`src/rtl/pulse_scheduler.sv`:
```
// Round-robin pulse scheduler: grants one of four request sources at a time and
// emits a stretched pulse with a guaranteed low gap. Optional macro PULSE_SCHED_OVF_EN
// enables the sticky per-source overflow flags.
module pulse_scheduler #(
    parameter int unsigned STRETCH_LEN = 4,
    parameter int unsigned GAP_LEN     = 4
) (
    input  logic       clk,
    input  logic       reset,
    input  logic [3:0] req_in,
    input  logic       ovf_clr,
    output logic       pulse_out,
    output logic [1:0] id_out,
    output logic       busy,
    output logic [3:0] overflow
);

    localparam int unsigned NUM_SRC = 4;
    localparam int unsigned ID_W    = 2;
    localparam int unsigned CNT_W   = 8;

    typedef enum logic [1:0] {
        IDLE  = 2'd0,
        PULSE = 2'd1,
        GAP   = 2'd2
    } state_t;

    state_t                 state_q, state_d;
    logic                   pulse_q, pulse_d;
    logic [ID_W-1:0]        id_q, id_d;
    logic                   busy_q, busy_d;
    logic [CNT_W-1:0]       cnt_q, cnt_d;
    logic [NUM_SRC-1:0]     pending_q, pending_d;
    logic [ID_W-1:0]        last_q, last_d;

    logic [NUM_SRC-1:0]     cand;
    logic                   gnt_vld;
    logic [ID_W-1:0]        gnt_idx;
    logic [ID_W-1:0]        srch_idx;
    logic [NUM_SRC-1:0]     grant_oh;
    logic [NUM_SRC-1:0]     ovf_evt;

    assign cand = pending_q | req_in;

    // Round-robin search starting one past the last granted source.
    always_comb begin
        gnt_vld  = 1'b0;
        gnt_idx  = '0;
        srch_idx = '0;
        for (int k = 0; k < NUM_SRC; k++) begin
            srch_idx = last_q + ID_W'(k + 1);
            if (!gnt_vld && cand[srch_idx]) begin
                gnt_vld = 1'b1;
                gnt_idx = srch_idx;
            end
        end
    end

    // Next-state and registered-output logic.
    always_comb begin
        state_d  = state_q;
        pulse_d  = pulse_q;
        id_d     = id_q;
        cnt_d    = cnt_q;
        last_d   = last_q;
        grant_oh = '0;

        unique case (state_q)
            IDLE: begin
                if (gnt_vld) begin
                    state_d           = PULSE;
                    pulse_d           = 1'b1;
                    id_d              = gnt_idx;
                    last_d            = gnt_idx;
                    cnt_d             = CNT_W'(STRETCH_LEN - 1);
                    grant_oh[gnt_idx] = 1'b1;
                end
            end
            PULSE: begin
                if (cnt_q == '0) begin
                    state_d = GAP;
                    pulse_d = 1'b0;
                    cnt_d   = CNT_W'(GAP_LEN - 1);
                end else begin
                    cnt_d = cnt_q - CNT_W'(1);
                end
            end
            GAP: begin
                if (cnt_q == '0) begin
                    state_d = IDLE;
                end else begin
                    cnt_d = cnt_q - CNT_W'(1);
                end
            end
            default: begin
                state_d = IDLE;
                pulse_d = 1'b0;
            end
        endcase

        busy_d = (state_d != IDLE);
    end

    // A granted source keeps its pending bit only if a fresh request arrives with it.
    assign pending_d = (grant_oh & pending_q & req_in) | (~grant_oh & (pending_q | req_in));
    assign ovf_evt   = req_in & pending_q & ~grant_oh;

    always_ff @(posedge clk) begin
        if (reset) begin
            state_q   <= IDLE;
            pulse_q   <= 1'b0;
            id_q      <= '0;
            busy_q    <= 1'b0;
            cnt_q     <= '0;
            pending_q <= '0;
            last_q    <= ID_W'(NUM_SRC - 1);
        end else begin
            state_q   <= state_d;
            pulse_q   <= pulse_d;
            id_q      <= id_d;
            busy_q    <= busy_d;
            cnt_q     <= cnt_d;
            pending_q <= pending_d;
            last_q    <= last_d;
        end
    end

`ifdef PULSE_SCHED_OVF_EN
    logic [NUM_SRC-1:0] ovf_q;

    // Sticky flags; a new event wins over a simultaneous clear.
    always_ff @(posedge clk) begin
        if (reset) begin
            ovf_q <= '0;
        end else begin
            ovf_q <= (ovf_clr ? '0 : ovf_q) | ovf_evt;
        end
    end

    assign overflow = ovf_q;
`else
    logic unused_ovf;
    assign unused_ovf = ^{ovf_clr, ovf_evt};
    assign overflow   = '0;
`endif

    assign pulse_out = pulse_q;
    assign id_out    = id_q;
    assign busy      = busy_q;

endmodule
```
`config.mk`:
```
export PLATFORM = sky130hd
export DESIGN_NAME = pulse_scheduler
export DESIGN_NICKNAME = d
export VERILOG_FILES = /design/src/rtl/pulse_scheduler.sv
export SDC_FILE = /design/constraint.sdc
export NUM_CORES = 1
export LEC_CHECK = 0
export CORE_MARGIN = 2
export CORE_UTILIZATION = 62
export CTS_CLUSTER_DIAMETER = 50
export DETAILED_ROUTE_END_ITERATION = 12
export DONT_BUFFER_PORTS = 1
export GPL_ROUTABILITY_DRIVEN = 0
export PLACE_DENSITY = 0.82
export SYNTH_ARGS = -nofsm -noshare
export SYNTH_HDL_FRONTEND = slang
export SYNTH_SLANG_ARGS = --single-unit
```
`constraint.sdc`:
```
create_clock -name clk -period 5.6 [get_ports clk]
set_clock_uncertainty 0.2 [all_clocks]
set_input_delay 1.12 -clock clk [delete_from_list [all_inputs] [get_ports clk]]
set_output_delay 1.12 -clock clk [all_outputs]
set_load 0.02 [all_outputs]
```
==> flow_metrics.tcl <==
set metrics [dict create \
    dieArea_mm2 0.00236 \
    crit_fanout 5 \
    syn_area_mm2 0.00123 \
    die_width_um 48.5 \
    syn_to_final_growth_pct 3.66 \
    dieHeight_um 48.5 \
    cts_resized 0 \
    final_antenna_net_count 0 \
    final_hold_viol_count 0 \
    grt_pass1_vias 916 \
    ys_types 50 \
    synthArstFlopShare_pct 0 \
    portBuffers 0 \
    slew_violations 0 \
    cts_root_buffer "clkbuf_4" \
    drv_cap 0 \
    clock_latency_ns 0.30 \
    worst_setup_path_end_kind "register" \
    rsz0062_at_grt "false" \
    critPathLaunch "req_in[1]" \
    fin_cells 167 \
    worstPathArrival_ns 2.47 \
    ys_ff_latch 20 \
    place.detailed.hpwl_mm 1.68 \
    cts_hold_buffers 0 \
    crit_family "simple AND/OR/NAND/NOR gates" \
    whs_ns 0.347 \
    postCtsSetupRepairBufs 0 \
    tns_ns 0 \
    setup_viol 0 \
    synth_ff_type "dfxtp_1" \
    cts_sinks 20 \
    dr.pass1.iters 4 \
    cts_max_path_buffers 2 \
    synth_edf_count 0 \
    netlist_instances 141 \
    track_usage_pct 20.9 \
    grt_pass1_wl_mm 3.95 \
    grt_max_degree 20 \
    yosys_warnings 0 \
    dp_cells 163 \
    dr.first_iter.drc_count 17 \
    status "completed" \
    antenna_found_initial 0 \
    drc 0 \
    drive_above_1_share_pct 14.3 \
    worstSetupStartpointType "input port" \
    path_depth 5 \
    diodes 0 \
    vias 1009 \
    gr-total-overflow 0 \
    max_stage_delay_ns 0.57 \
    wire_per_inst_um 13.4 \
    peakVddDrop_v 0.000177 \
    power.density_mw_per_mm2 309 \
    avgSynthCellArea_um2 8.72 \
    power.static_leakage_nw 0.473 \
    cp_cell_sequence "nor4_1 -> nand2_1 -> o21ai_0 -> a21boi_0 -> or2_1" \
    max-slew-margin-rel_pct 57.2 \
    nNetsFinal 154 \
    hold_depth 2 \
    cts_buffers 3 \
    pin_count 15 \
    finish.utilization_pct 66.3 \
    wirelength_mm 2.23 \
    max_freq_ghz 0.405 \
    tritoncts "yes" \
    period_needed_ns 2.47 \
    r2r-start "cnt_q[2]$_SDFFE_PP0P_" \
    criticalPathCategory "in -> reg" \
    cts.reportedPaths.clkPinSlew_ns 0.12 \
    worstHoldPathType "reg -> reg" \
    r2r_cells 5 \
    holdCritStartpoint "cnt_q[4]$_SDFFE_PP0P_" \
    ys_seq_area_share_pct 32.6 \
    fin_crit_sh_pct 44.1 \
    cp.required_ns 5.60 \
    cp_slowest_cell "nor4_1" \
    worstMarginPinSlew_ns 0.637 \
    start_util_pct 64.0 \
    path_buf_inv 0 \
    rows 16 \
    coreArea_mm2 0.00192 \
    via_per_inst 6.04 \
    htreeDepth 1 \
]
==> cell usage in the layout, fill, tap and decap left out, drive strengths merged, types with 2 or more instances in the layout <==
master,n
o211ai,2
o21ai,7
o311ai,2
a2111oi,4
ha,6
nor2b,2
clkbuf,3
nand2,4
nor3,7
conb,4
nor2,11
nor4,4
o32ai,2
or3,4
nand2b,2
nand3,2
inv,12
a211oi,3
dfxtp,20
a21boi,3
a21oi,11
or4,4
o21bai,3
nand3b,2
==> final timing paths <==
check	slack [ns]	end
setup / recovery	3.13	busy$_SDFF_PP0_
hold / removal	0.35	cnt_q[4]$_SDFFE_PP0P_
setup reg to reg	3.21	cnt_q[5]$_SDFFE_PP0P_
hold reg to reg	0.35	cnt_q[4]$_SDFFE_PP0P_
==> flip-flops by register name, indices dropped and copies added, names as in the netlist <==
signal and count:
busy 1, cnt_q 8, id_out 2, last_q 2, pending_q 4, pulse_out 1, state_q 2
==> routing by layer <==
| metal | vias to the layer above | track usage, % | wire length [µm] |
|---|---|---|---|
| met1 | 470 | 27.0 | 1070 |
| li1 | 516 | - | - |
| met2 | 18 | 34.7 | 1030 |
| met3 | 5 | 4.63 | 98 |
| met5 | - | 0 | 0 |
| met4 | 0 | 7.14 | 28 |
==> synth_stat cells (all sizes together) (3+ instances only) <==
cell type,number,area [µm²]
a21boi,3,26.3
nor4,4,25.0
a211oi,3,27.5
a21oi,11,58.8
nor3,7,35.0
nor2,11,41.3
or3,4,27.5
or4,4,33.8
dfxtp,20,400
o21bai,3,22.5
ha,6,75.1
a2111oi,4,35.0
inv,12,45.0
o21ai,7,46.3
buf,6,45.0
nand2,4,15.0
==> cells by family (layout without fill, tap and decap cells) <==
group	after synthesis	count (layout)	share of synthesized area, %
adder cells (fa/ha/maj)	6	6	6.10
other	1	4	0.305
AND/OR/NAND/NOR	49	49	23.8
flip-flops	20	20	32.6
AO/OA/AOI/OAI	45	45	29.3
buffers and inverters	20	16	7.93
==> final cells by class <==
cell class                      instances  area [µm²]
Multi-Input combinational cell        104         743
Fill cell                             162         647
Sequential cell                        20         400
Inverter                               12        45.0
Tap cell                               27        33.8
Clock inverter                          1        30.0
Clock buffer                            3        22.5
==> per-stage QoR <==
stage,setup WS (ns),instance area (µm²),power (mW)
after global placement,2.80,1220,0.275
after CTS,3.13,1270,0.395
after detailed placement,2.80,1220,0.278
after floorplan,3.02,1240,0.267
after global routing,2.99,1270,0.417
final,3.13,1270,0.394
==> tightest hold or removal path, cell delays in order (launching register included) <==
cell     delay [ns]
dfxtp_1        0.36
inv_1          0.07
o32ai_2        0.08
==> power breakdown <==
group	switching, mW	total (mW)	internal (mW)	leakage (nW)
clock network	0.0453	0.118	0.0723	0.0279
registers	0.0217	0.180	0.159	0.165
logic	0.0545	0.0956	0.0412	0.280
(Power assumes the default switching activity.)
